===== src/rtl/spike_rate_decoder.sv =====
// Rate decoder: blanks after reset or a switch change, counts spikes over a fixed window,
// then holds a thresholded decision behind a valid/ready handshake.
// Optional XOR cross-check enabled by defining SPIKE_DECODER_XOR_CHECK_EN.
module spike_rate_decoder #(
    parameter int unsigned WINDOW_CYCLES      = 64,
    parameter int unsigned SETTLE_CYCLES      = 8,
    parameter int unsigned DECISION_THRESHOLD = 2,
    parameter int unsigned COUNT_WIDTH        = 8
) (
    input  logic                   clk,
    input  logic                   rst,
    input  logic                   spike_in,
    input  logic                   switch_0,
    input  logic                   switch_1,
    output logic                   result_valid,
    input  logic                   result_ready,
    output logic                   result,
    output logic [COUNT_WIDTH-1:0] spike_count,
    output logic                   busy,
    output logic                   mismatch_pulse,
    output logic [7:0]             mismatch_count
);

    localparam int unsigned MAX_CYC = (WINDOW_CYCLES > SETTLE_CYCLES) ? WINDOW_CYCLES : SETTLE_CYCLES;
    localparam int unsigned CYC_W   = (MAX_CYC > 1) ? $clog2(MAX_CYC) : 1;
    localparam logic [CYC_W-1:0] WIN_LAST    = CYC_W'(WINDOW_CYCLES - 1);
    localparam logic [CYC_W-1:0] SETTLE_LAST = CYC_W'(SETTLE_CYCLES - 1);

    typedef enum logic [1:0] {
        ST_SETTLE,
        ST_INTEGRATE,
        ST_HOLD
    } state_e;

    state_e                 state_q, state_d;
    logic [CYC_W-1:0]       cyc_q, cyc_d;
    logic [COUNT_WIDTH-1:0] cnt_q, cnt_d;
    logic [COUNT_WIDTH-1:0] cnt_inc;
    logic [COUNT_WIDTH-1:0] count_out_q, count_out_d;
    logic                   result_q, result_d;
    logic [1:0]             sw_q, sw_d;
    logic                   sw_chg;
    logic                   handshake;

    always_comb begin
        sw_d        = {switch_1, switch_0};
        sw_chg      = (sw_d != sw_q);
        handshake   = (state_q == ST_HOLD) && result_ready;
        cnt_inc     = (spike_in && (cnt_q != '1)) ? cnt_q + 1'b1 : cnt_q;
        state_d     = state_q;
        cyc_d       = cyc_q;
        cnt_d       = cnt_q;
        count_out_d = count_out_q;
        result_d    = result_q;

        // A switch change wins over everything, including a same-cycle handshake.
        if (sw_chg) begin
            state_d = ST_SETTLE;
            cyc_d   = '0;
            cnt_d   = '0;
        end else begin
            case (state_q)
                ST_SETTLE: begin
                    if (cyc_q == SETTLE_LAST) begin
                        state_d = ST_INTEGRATE;
                        cyc_d   = '0;
                        cnt_d   = '0;
                    end else begin
                        cyc_d = cyc_q + 1'b1;
                    end
                end
                ST_INTEGRATE: begin
                    cnt_d = cnt_inc;
                    if (cyc_q == WIN_LAST) begin
                        state_d     = ST_HOLD;
                        cyc_d       = '0;
                        count_out_d = cnt_inc;
                        result_d    = (32'(cnt_inc) >= DECISION_THRESHOLD);
                    end else begin
                        cyc_d = cyc_q + 1'b1;
                    end
                end
                ST_HOLD: begin
                    if (result_ready) begin
                        state_d = ST_INTEGRATE;
                        cyc_d   = '0;
                        cnt_d   = '0;
                    end
                end
                default: begin
                    state_d = ST_SETTLE;
                    cyc_d   = '0;
                    cnt_d   = '0;
                end
            endcase
        end
    end

    always_ff @(posedge clk) begin
        if (rst) begin
            state_q     <= ST_SETTLE;
            cyc_q       <= '0;
            cnt_q       <= '0;
            count_out_q <= '0;
            result_q    <= 1'b0;
            sw_q        <= {switch_1, switch_0};
        end else begin
            state_q     <= state_d;
            cyc_q       <= cyc_d;
            cnt_q       <= cnt_d;
            count_out_q <= count_out_d;
            result_q    <= result_d;
            sw_q        <= sw_d;
        end
    end

    assign result_valid = (state_q == ST_HOLD);
    assign busy         = (state_q != ST_HOLD);
    assign result       = result_q;
    assign spike_count  = count_out_q;

`ifdef SPIKE_DECODER_XOR_CHECK_EN
    logic       mm_pulse_q, mm_pulse_d;
    logic [7:0] mm_count_q, mm_count_d;

    always_comb begin
        mm_pulse_d = handshake && (result_q != (switch_0 ^ switch_1));
        mm_count_d = (mm_pulse_d && (mm_count_q != 8'hFF)) ? mm_count_q + 8'd1 : mm_count_q;
    end

    always_ff @(posedge clk) begin
        if (rst) begin
            mm_pulse_q <= 1'b0;
            mm_count_q <= 8'd0;
        end else begin
            mm_pulse_q <= mm_pulse_d;
            mm_count_q <= mm_count_d;
        end
    end

    assign mismatch_pulse = mm_pulse_q;
    assign mismatch_count = mm_count_q;
`else
    logic unused_hs;
    assign unused_hs      = handshake;
    assign mismatch_pulse = 1'b0;
    assign mismatch_count = 8'd0;
`endif

endmodule


===== config.mk =====
export PLATFORM = sky130hd
export DESIGN_NAME = spike_rate_decoder
export DESIGN_NICKNAME = d
export VERILOG_FILES = /design/src/rtl/spike_rate_decoder.sv
export SDC_FILE = /design/constraint.sdc
export NUM_CORES = 1
export LEC_CHECK = 0
export BUFFER_PORTS_ARGS = -buffer_cell sky130_fd_sc_hd__buf_2
export CORE_ASPECT_RATIO = 0.5
export CORE_UTILIZATION = 35
export CTS_BUF_LIST = sky130_fd_sc_hd__clkbuf_4 sky130_fd_sc_hd__clkbuf_8
export CTS_CLUSTER_SIZE = 14
export DETAILED_ROUTE_END_ITERATION = 8
export PLACE_DENSITY = 0.63
export RECOVER_POWER = 50
export SYNTH_ARGS = -nofsm -noshare
export SYNTH_HDL_FRONTEND = slang
export SYNTH_SLANG_ARGS = --single-unit

===== constraint.sdc =====
create_clock -name clk -period 2.9 [get_ports clk]
set_clock_uncertainty 0.05 [all_clocks]
set_input_delay 0.435 -clock clk [delete_from_list [all_inputs] [get_ports clk]]
set_output_delay 0.435 -clock clk [all_outputs]
set_load 0.1 [all_outputs]

# == After elaboration in Yosys (flattened, before gate mapping) ==
# Cells that the tools add are included.
# totals
inputBits,6
output_inout_bits,20
reg_bits,27
wordCells,38
# op_classes
bitwise,1
reduce_logical,6
n_eq_ne,10
add_sub_neg,2
mux,12
magnitude_cmp,1
# ops
cell,n
8-bit two-way mux,3
8-bit case mux with 3 select lines,1
6-bit two-way mux,3
6-bit case mux with 3 select lines,1
8-bit by 1-bit adder with 8-bit output (second input constant),1
8-bit by 2-bit >= comparator with 1-bit output (second input constant),1
8-bit != test (second input constant),1
6-bit by 1-bit adder with 6-bit output (second input constant),1
6-bit by 3-bit == test with 1-bit output (second input constant),1
6-bit == test (second input constant),1
2-bit two-way mux,3
2-bit != test (second input constant),3
2-bit case mux with 3 select lines,1
3-bit AND reduction,2
2-bit by 1-bit == test with 1-bit output (second input constant),1
2-bit == test (second input constant),1
2-bit logical NOT,1
2-bit by 1-bit != test with 1-bit output (second input constant),1
2-bit != test,1
2-bit AND reduction,1
2-bit OR reduction,1
1-bit logical AND,1
1-bit NOT,1

# == Longest topological paths before layout ==
# Gate-level depths: netlist (run 1).
# logic_depth
ltp_word,4
ltp_mapped,7
mapped_depth_nobuf,6

# == Worst setup path before layout (run 1) ==
# OpenSTA, ideal clock, no wires.
# synth_path
kind,flip-flop to output port
start,register state_q[0]
end,output port result_valid
path_slack_ns,0.446
required_ns,2.415
arrival_time_ns,1.969
path_stages_with_launch,3
path_cell_list,dfxtp_1 -> nand2b_1 -> inv_1
# synth_via
elab_chain_cells,1
# synth_rtl
item,line,rtl
start: declaration,35,"state_e state_q, state_d;"
start signal: assignment,108,state_q <= state_d;
2-bit == test,117,assign result_valid = (state_q == ST_HOLD);
end: declaration,15,"output logic result_valid,"
# No other way between the ends.

# == Worst setup path in the final report (run 1) ==
# layout_path
start,register cyc_q[3]
end,register cnt_q[1]
# layout_via
elab_chain_cells,3
# layout_rtl
item,line,rtl
start: declaration,36,"logic [CYC_W-1:0] cyc_q, cyc_d;"
start signal: assignment,109,cyc_q <= cyc_d;
6-bit by 3-bit == test with 1-bit output,64,if (cyc_q == SETTLE_LAST) begin
2-bit != test (no line),n/a,
2-bit AND reduction (no line),n/a,
end signal: assignment,110,cnt_q <= cnt_d;
end: declaration,37,"logic [COUNT_WIDTH-1:0] cnt_q, cnt_d;"
# No other way between the ends.
# A chain may end at the register's enable or synchronous reset.

==> impl_metrics.tcl, run 1 <==
set metrics [dict create \
    cp_max_fo 8 \
    yosysWarnings 0 \
    synth-seq-area-share_pct 34.4 \
    num_io_pins 26 \
    layout.cells.non_filler 250 \
    power.leakage_nw 0.531 \
    reg2regPathDepth 5 \
    relSlewSlack_pct 22.2 \
    finalInstanceArea_mm2 0.00164 \
    async_reset_ff_share_pct 0 \
    dp.cells 246 \
    layout.nets 205 \
    start_kind "flip-flop" \
    cp_data_required_time_ns 3.03 \
    vias_per_cell 5.36 \
    synth-adder-area-share_pct 1.59 \
    synth_edf_count 0 \
    cts_root_buf "clkbuf_8" \
    synth_top_family_by_area "compound AO/OA/AOI/OAI gates" \
    top_usage_layer "met2" \
    firstDrtPassIters 4 \
    setup-tns-final_ns 0 \
    grt_pass1_vias 1170 \
    h-tree-depth 1 \
    start_util_pct 38.3 \
    finalHoldViolations 0 \
    io_buffers 16 \
    syn_area_mm2 0.00157 \
    gp_congestion 0.833 \
    final_antenna_net_count 0 \
    hold_buffers 0 \
    coreArea_mm2 0.00410 \
    finalPower_uw 678 \
    reg2reg_to "cnt_q[1]" \
    hold_path_class "input pin to flip-flop" \
    vdd_drop_max_uv 197 \
    clk_pin_slew_ns 0.10 \
    ff2ff_setup_slack_ns 0.76 \
    synth.top_cell.area_share_pct 34.4 \
    cp-startpoint "cyc_q[3]" \
    dp_hpwl_mm 2.31 \
    dpl-instance-area_mm2 0.00162 \
    worstPathArrival_ns 2.27 \
    grt_usage_pct 14.0 \
    cts_resized 0 \
    wl_per_cell_um 12.7 \
    tritoncts_num_sinks 27 \
    ys_seq_elements 27 \
    drive_gt1_share_pct 12.8 \
    crit_type "flip-flop to flip-flop" \
    num_antenna_cells 0 \
    synth_cell_type_count 50 \
    rsz0062_at_grt "false" \
    synth_simple_gate_area_share_pct 24.3 \
    netlist_instances 189 \
    min_period_ns 2.14 \
    fill_cells 426 \
    finalCritPeriodShare_pct 73.8 \
    final_max_slew_viol_count 0 \
    status "completed" \
    setup.worst_path.end "cnt_q[1]" \
    die_area_mm2 0.00478 \
    syn2layout_area_growth_pct 4.30 \
    synth_mux_area_share_pct 1.27 \
    synth_ff_type "dfxtp_1" \
    antenna_found_initial 0 \
    drt_wl_total_mm 3.18 \
    yosysTopAreaCell "dfxtp_1" \
    synth_compound_area_share_pct 24.4 \
    use_met1_pct 18.2 \
    grt_max_degree 17 \
    die_h_um 49.4 \
    setup_ws_ns 0.760 \
    drtIter0Drc 40 \
    postCtsSetupBuffers 0 \
    synthXorXnorAreaFrac_pct 4.46 \
    grt_use_met3_pct 4.30 \
    maxCapViolCount 0 \
    powerDensity_mw_per_mm2 413 \
    ys_top_cells_by_area "dfxtp_1 34%, a21oi_1 5.7%, nor2_1 5.5%" \
    overflow 0 \
    tightest_slew_ns 1.17 \
    clockBufferDepth 2 \
    cts_made_buffers 3 \
    postSynthAreaPerCell_um2 8.32 \
    r2r_start "cyc_q[3]" \
    grt.met2_usage_pct 21.9 \
    cts_tree "done" \
    endpoint_kind "flip-flop" \
    setup_viol 0 \
    drc 0 \
    num_rows 16 \
    fmax_mhz 467 \
    vias 1339 \
    dp_slack_ns 0.945 \
    clock_latency_ns 0.28 \
    die_w_um 96.8 \
    grt_pass1_wl_mm 5.38 \
]
cells by family (layout without fill, tap and decap cells):
logic type	after synthesis	count (layout)
adder cells (fa/ha/maj)	2	2
flip-flops	27	27
multiplexers	2	2
AND/OR/NAND/NOR	71	71
other	1	9
AO/OA/AOI/OAI	53	53
buffers and inverters	25	24
XOR/XNOR	8	8
cell type report:
| class | instances | area, um2 | area share, % |
|---|---|---|---|
| Multi-Input combinational cell | 145 | 902 | 55.0 |
| Sequential cell | 27 | 541 | 33.0 |
| Tap cell | 54 | 67.6 | 4.12 |
| Timing Repair Buffer | 16 | 66.3 | 4.04 |
| Clock buffer | 3 | 41.3 | 2.52 |
| Inverter | 4 | 15.0 | 0.915 |
| Clock inverter | 1 | 7.51 | 0.458 |
per-stage QoR:
stage	hold slack (ns)	utilization (%)
after global placement	0.398	39.5
after floorplan	0.413	-
after global routing	0.233	40.0
after CTS	0.220	40.6
final	0.244	40.0
after detailed placement	0.398	39.5
state kept, by name, indices dropped and copies added, names as in the netlist:
signal	cells
spike_count	8
state_q	2
sw_q	2
cyc_q	6
result	1
cnt_q	8
worst max-delay path, cell delays in order (launching register included):
cell and delay [ns]:
dfxtp_1 0.39, or3_1 0.39, o31ai_1 0.72, o21ai_1 0.20, a32oi_1 0.23, nor2_1 0.05
power by group:
part	leakage (nW)	internal [mW]	switching (mW)	total, mW
sequential	0.218	0.373	0.00178	0.375
combinational	0.291	0.00850	0.0656	0.0741
clock	0.0217	0.0979	0.131	0.229
total	0.531	0.480	0.198	0.678
worst min-delay path by stage:
stage | from | endpoint | slack [ns] | cells past startpoint
global route | switch_1 | sw_q[1] | 0.23 | 1
detailed placement | spike_count[5] | spike_count[5] | 0.40 | 2
finish | switch_1 | sw_q[1] | 0.24 | 1
floorplan | switch_0 | sw_q[0] | 0.41 | 0
global placement | spike_count[5] | spike_count[5] | 0.40 | 2
CTS | switch_1 | sw_q[1] | 0.22 | 1
layer usage:
metal	share of wire, %	wire, um
met2	44	1400
met1	50	1590
met4	1.4	44
met3	4.3	136
met5	0	0
placed cells by master (no fill, tap or decap), drive strengths merged, types with 4 or more instances in the layout:
cell    instances
a211oi          9
nand4           4
nor3            6
inv             4
xnor2           7
nand3           5
conb            9
clkbuf         14
buf             5
nand2          13
a31oi           4
a21oi          20
nor2           26
o21ai           6
dfxtp          27
cell usage after synthesis (3+ instances only):
cell and instances:
nand2_1 12, a21oi_1 18, a211oi_1 6, buf_4 10
inv_1 4, xnor2_1 7, o21ai_0 5, nand4_1 4
a31oi_1 4, nor2_1 23, dfxtp_1 27, nand3_1 4
a211oi_2 3, clkbuf_1 7, nor3_1 6
(Power assumes the default switching activity.)
==> inputs of run 2 (changes only) <==
--- a/config.mk
+++ b/config.mk
@@ -5,6 +5,7 @@
 export SDC_FILE = /design/constraint.sdc
 export NUM_CORES = 1
 export LEC_CHECK = 0
+export ABC_AREA = 1
 export BUFFER_PORTS_ARGS = -buffer_cell sky130_fd_sc_hd__buf_2
 export CORE_ASPECT_RATIO = 0.5
 export CORE_UTILIZATION = 35
==> constraint.sdc (replaced) <==
create_clock -name clk -period 2.24 [get_ports clk]
set_clock_uncertainty 0.05 [all_clocks]
set_input_delay 0.336 -clock clk [delete_from_list [all_inputs] [get_ports clk]]
set_output_delay 0.336 -clock clk [all_outputs]
set_load 0.1 [all_outputs]
==> run 2 against run 1 <==
Die area down 3.9%. Register-to-register slack worse by 0.24 ns. Highest routed layer unchanged. Synthesized cell count is 11% higher. Sequential share of layout area rose by 0.33 points.
==> impl_metrics.tcl, run 2 <==
set metrics [dict create \
    grt_max_degree 17 \
    fill_cells 416 \
    setup_viol 0 \
    vias 1295 \
    firstDrtPassIters 4 \
    num_rows 16 \
    dp_hpwl_mm 2.27 \
    die_w_um 94.9 \
    dpl-instance-area_mm2 0.00159 \
    synth_cell_type_count 27 \
    cp_data_required_time_ns 1.85 \
    clockBufferDepth 2 \
    start_kind "flip-flop" \
    tightest_slew_ns 1.17 \
    hold_start "switch_0" \
    finalCritPeriodShare_pct 84.9 \
    finalInstanceArea_mm2 0.00162 \
    reg2reg_to "result" \
    synth_edf_count 0 \
    num_antenna_cells 0 \
    layout.cells.non_filler 279 \
    relSlewSlack_pct 22.3 \
    crit_type "flip-flop to primary output" \
    wl_per_cell_um 10.7 \
    vdd_drop_max_uv 213 \
    cts_resized 0 \
    multi_input_area_um2 813 \
    fin_util_pct 40.4 \
    h-tree-depth 1 \
    reg2regPathDepth 12 \
    ys_top_cells_by_area "dfxtp_1 36%, nand2_1 14%, a21oi_1 5.6%" \
    start_util_pct 37.5 \
    vias_per_cell 4.64 \
    drtIter0Drc 59 \
    worstPathArrival_ns 1.52 \
    antenna_found_initial 0 \
    path_cells "clkbuf_1" \
    drt_wl_total_mm 2.99 \
    crit_slowest_cell "clkbuf_1" \
    status "completed" \
    hold_buffers 0 \
    syn_area_mm2 0.00151 \
    layout_common_cells "58 x nand2_1, 27 x dfxtp_1, 20 x nor2_1, 17 x a21oi_1, 15 x inv_1" \
    rsz0062_at_grt "false" \
    gp_congestion 0.826 \
    async_reset_ff_share_pct 0 \
    cts_made_buffers 3 \
    netlist_instances 210 \
    postCtsSetupBuffers 0 \
    dp.cells 275 \
    tritoncts_num_sinks 27 \
    synth.top_cell.area_share_pct 35.8 \
    grt_usage_pct 14.2 \
    cp_max_fo 2 \
    yosysTopAreaCell "dfxtp_1" \
    finalHoldViolations 0 \
    power.leakage_nw 0.615 \
    regArea_um2 541 \
    setup-tns-final_ns 0 \
    clock_latency_ns 0.28 \
    die_h_um 48.4 \
    r2r_start "cnt_q[1]" \
    min_path_cells 1 \
    yosys.cell_count.top_type "nand2_1" \
    fmax_mhz 526 \
    yosysWarnings 0 \
    synth-seq-area-share_pct 35.8 \
    setup_ws_ns 0.338 \
    layout.nets 234 \
    ys_seq_elements 27 \
    syn2layout_area_growth_pct 7.63 \
    holdWs_ns 0.151 \
    synth_ff_type "dfxtp_1" \
    postSynthAreaPerCell_um2 7.19 \
    coreArea_mm2 0.00402 \
    cts_tree "done" \
    layout_commonest_cell "nand2_1" \
    grt_pass1_vias 1172 \
    cp_slowest_stage_delay_ns 0.87 \
    num_io_pins 26 \
    cts_root_buf "clkbuf_8" \
    crit_family "buffers and inverters" \
    endpoint_kind "primary output" \
    min_period_ns 1.90 \
    synth_commonest_cells "58 x nand2_1, 27 x dfxtp_1, 20 x nor2_1" \
    hold_path_class "input pin to flip-flop" \
    io_buffers 16 \
    grt_pass1_wl_mm 5.06 \
    powerDensity_mw_per_mm2 541 \
    overflow 0 \
    ff2ff_setup_slack_ns 0.52 \
    worstSetupPathDepth 1 \
    min_to "sw_q[0]" \
    die_area_mm2 0.00459 \
    finalPower_uw 878 \
    maxCapViolCount 0 \
    drc 0 \
    dp_slack_ns 0.524 \
    clk_pin_slew_ns 0.09 \
    final_antenna_net_count 0 \
    crit_buf_inv 1 \
    final_max_slew_viol_count 0 \
    drive_gt1_share_pct 15.1 \
]
## run 2: cell types whose count changed in the layout (fill, tap and decap cells not counted), sizes merged, moves of 7 or more
cell    before  now
nand2       13   67
inv          4   22
a211oi       9    1
nand3        5   12
## run 2: logic make-up (layout without fill, tap and decap cells)
| group | after synthesis | in the layout | share of synthesized area (%) |
|---|---|---|---|
| flip-flops | 27 | 27 | 35.8 |
| AO/OA/AOI/OAI | 28 | 28 | 10.0 |
| other | 1 | 9 | 0.249 |
| XOR/XNOR | 5 | 5 | 2.90 |
| adder cells (fa/ha/maj) | 2 | 2 | 1.66 |
| AND/OR/NAND/NOR | 112 | 112 | 37.4 |
| buffers and inverters | 35 | 42 | 11.9 |
## run 2: worst register-to-register path: cells and delay by family (launching register included)
family	cells	cell delay [ns]
simple gates	10	0.84
fa+ha+maj	1	0.29
flops	1	0.40
buf+inv	1	0.04
## run 2: area by class of cell
| type | instances | share of cell area, % |
|---|---|---|
| well taps | 54 | 4.16 |
| inverters | 22 | 5.39 |
| repair buffers | 16 | 4.08 |
| multi-input cells | 156 | 50.1 |
| flip-flops and latches | 27 | 33.3 |
| clock buffers | 4 | 3.00 |
## run 2: worst max-delay path by stage
stage / startpoint / endpoint
global route: spike_count[3] / spike_count[3]
floorplan: state_q[1] / cnt_q[0]
global placement: cnt_q[1] / result
finish: spike_count[3] / spike_count[3]
detailed placement: cnt_q[1] / result
CTS: state_q[1] / result_valid
## run 2: report_power, final
| part | switching, mW | leakage, nW | internal, mW | total [mW] |
|---|---|---|---|---|
| sequential | 0.00225 | 0.218 | 0.483 | 0.485 |
| clock | 0.155 | 0.0262 | 0.140 | 0.295 |
| combinational | 0.0872 | 0.370 | 0.0109 | 0.0981 |
| total | 0.244 | 0.615 | 0.634 | 0.878 |
## run 2: metal layers
layer | share of wire (%) | track usage (%) | up-vias | wire, um
met4 | 0.64 | 3.54 | 0 | 19
li1 | - | - | 677 | -
met2 | 46 | 23.6 | 31 | 1380
met3 | 4.2 | 3.77 | 2 | 127
met1 | 49 | 18.2 | 585 | 1460
met5 | 0 | 0 | - | 0
==> inputs of run 3 (changes only) <==
--- a/config.mk
+++ b/config.mk
@@ -5,7 +5,7 @@
 export SDC_FILE = /design/constraint.sdc
 export NUM_CORES = 1
 export LEC_CHECK = 0
-export ABC_AREA = 1
+export ABC_AREA = 0
 export BUFFER_PORTS_ARGS = -buffer_cell sky130_fd_sc_hd__buf_2
 export CORE_ASPECT_RATIO = 0.5
 export CORE_UTILIZATION = 35
==> constraint.sdc (replaced) <==
create_clock -name clk -period 1.78 [get_ports clk]
set_clock_uncertainty 0.05 [all_clocks]
set_input_delay 0.267 -clock clk [delete_from_list [all_inputs] [get_ports clk]]
set_output_delay 0.267 -clock clk [all_outputs]
set_load 0.1 [all_outputs]
==> run 3 against run 2 <==
Combinational power grew 26%. Design area grew 13%. Clock-buffer cell count shrank 1. Utilization grew 4.5 points. Register-to-register slack lost 0.41 ns. Non-clock buffer count grew 18. Critical path depth grew 4. Largest cell class unchanged.
==> impl_metrics.tcl, run 3 (synthesized netlist as in run 1, its figures left out) <==
set metrics [dict create \
    status "completed" \
    start_util_pct 38.3 \
    postCtsSetupBuffers 0 \
    r2r_start "cyc_q[5]" \
    drt_wl_total_mm 3.39 \
    vdd_drop_max_uv 365 \
    cts_root_buf "clkbuf_8" \
    worstPathArrival_ns 1.78 \
    die_h_um 49.4 \
    rsz0062_at_grt "false" \
    vias 1390 \
    drive_gt1_share_pct 27.1 \
    finalInstanceArea_mm2 0.00184 \
    die_w_um 96.8 \
    use_met1_pct 18.9 \
    reg2regPathDepth 5 \
    hold_path_class "input pin to flip-flop" \
    antenna_found_initial 0 \
    min_path_cells 1 \
    num_rows 16 \
    tritoncts_num_sinks 27 \
    overflow 0 \
    reg2reg_to "result" \
    crit_slowest_cell "dfxtp_1" \
    min_period_ns 1.67 \
    setup-tns-final_ns 0 \
    grt_pass1_wl_mm 5.60 \
    drtIter0Drc 42 \
    cts_made_buffers 3 \
    finalCritPeriodShare_pct 93.7 \
    endpoint_kind "flip-flop" \
    grt_usage_pct 14.7 \
    crit_family "simple AND/OR/NAND/NOR gates" \
    clockBufferDepth 2 \
    relSlewSlack_pct 63.9 \
    h-tree-depth 1 \
    firstDrtPassIters 4 \
    top_usage_layer "met2" \
    syn2layout_area_growth_pct 17.2 \
    coreArea_mm2 0.00410 \
    vias_per_cell 5.19 \
    power.leakage_nw 0.665 \
    cp_slowest_stage_delay_ns 0.45 \
    hold_start "switch_1" \
    cp_data_required_time_ns 1.89 \
    path_cells "nand3_2, or3_4, or2_4, a211oi_2, a31oi_1" \
    num_io_pins 26 \
    grt_use_met3_pct 4.87 \
    crit_type "flip-flop to flip-flop" \
    final_antenna_net_count 0 \
    tightest_slew_ns 0.543 \
    dp_hpwl_mm 2.51 \
    grt_pass1_vias 1220 \
    io_buffers 16 \
    num_antenna_cells 0 \
    fin_util_pct 44.9 \
    setup_viol 0 \
    layout_commonest_cell "dfxtp_1" \
    ff2ff_setup_slack_ns 0.11 \
    maxCapViolCount 0 \
    grt.met2_usage_pct 23.5 \
    fmax_mhz 600 \
    cts_tree "done" \
    wl_per_cell_um 12.6 \
    grt_max_degree 17 \
    min_to "sw_q[1]" \
    cp_max_fo 7 \
    die_area_mm2 0.00478 \
    dpl-instance-area_mm2 0.00179 \
    crit_buf_inv 0 \
    start_kind "flip-flop" \
    gp_congestion 0.923 \
    final_max_slew_viol_count 0 \
    finalHoldViolations 0 \
    clk_pin_slew_ns 0.10 \
    powerDensity_mw_per_mm2 594 \
    layout.nets 223 \
    drc 0 \
    layout_common_cells "24 x dfxtp_1, 23 x nor2_1, 18 x a21oi_1, 17 x buf_4, 12 x nand2_1" \
    clock_latency_ns 0.28 \
]
[run 3: cell count changes in the layout (fill, tap and decap cells not counted), moves of 5 or more]
cell	delta
nand3_1	-7
inv_1	-12
clkbuf_1	-9
a211oi_1	+5
nor2_4	-6
nand2_1	-46
clkbuf_2	+9
nand2_2	-5
buf_4	+17
inv_2	-5
[run 3: worst max-delay path by stage]
stage               startpoint  endpoint  slack (ns)  depth (start not counted)
floorplan             cyc_q[0]    result        0.02                          6
global placement      cyc_q[1]    result        0.07                          6
CTS                 state_q[0]      busy        0.03                          3
detailed placement    cyc_q[1]    result        0.05                          6
global route          cyc_q[5]    result       0.005                          5
finish                cyc_q[5]    result        0.11                          5
[run 3: layer usage]
layer | wire [um] | up-vias
met4 | 36 | 0
met5 | 0 | -
li1 | - | 712
met1 | 1710 | 638
met3 | 178 | 5
met2 | 1460 | 35
[run 3: metrics by stage]
stage	worst slack (ns)	power, mW	hold WS, ns	cells
after global placement	0.0702	0.748	0.345	264
after detailed placement	0.0465	0.749	0.347	264
after global routing	0.00530	1.15	0.0647	268
after CTS	0.0276	1.11	0.0487	268
final	0.112	1.09	0.0742	268
after floorplan	0.0190	0.749	0.245	197
[run 3: area by class of cell]
class / count / area, um2
tap: 54 / 67.6
fill: 408 / 2260
multi-input combinational: 145 / 923
sequential: 27 / 544
timing repair buffer: 34 / 243
inverter: 4 / 18.8
clock buffer: 3 / 41.3
clock inverter: 1 / 5.00
[run 3: timing repair]
action	CTS	global route
gates resized for setup	0	5
endpoints found under the setup margin	0	6
hold buffers	0	0
[run 3: report_power, final]
part	internal [mW]	switching (mW)	leakage [nW]	total (mW)
logic	0.0158	0.108	0.420	0.124
clock network	0.157	0.202	0.0255	0.359
registers	0.608	0.00232	0.220	0.611
[run 3: worst reg2reg max path: cells and delay by family, from the launching register on]
kind,cells,cell delay (ns)
flip-flops,1,0.45
AO/OA/AOI/OAI,2,0.29
AND/OR/NAND/NOR,3,0.77
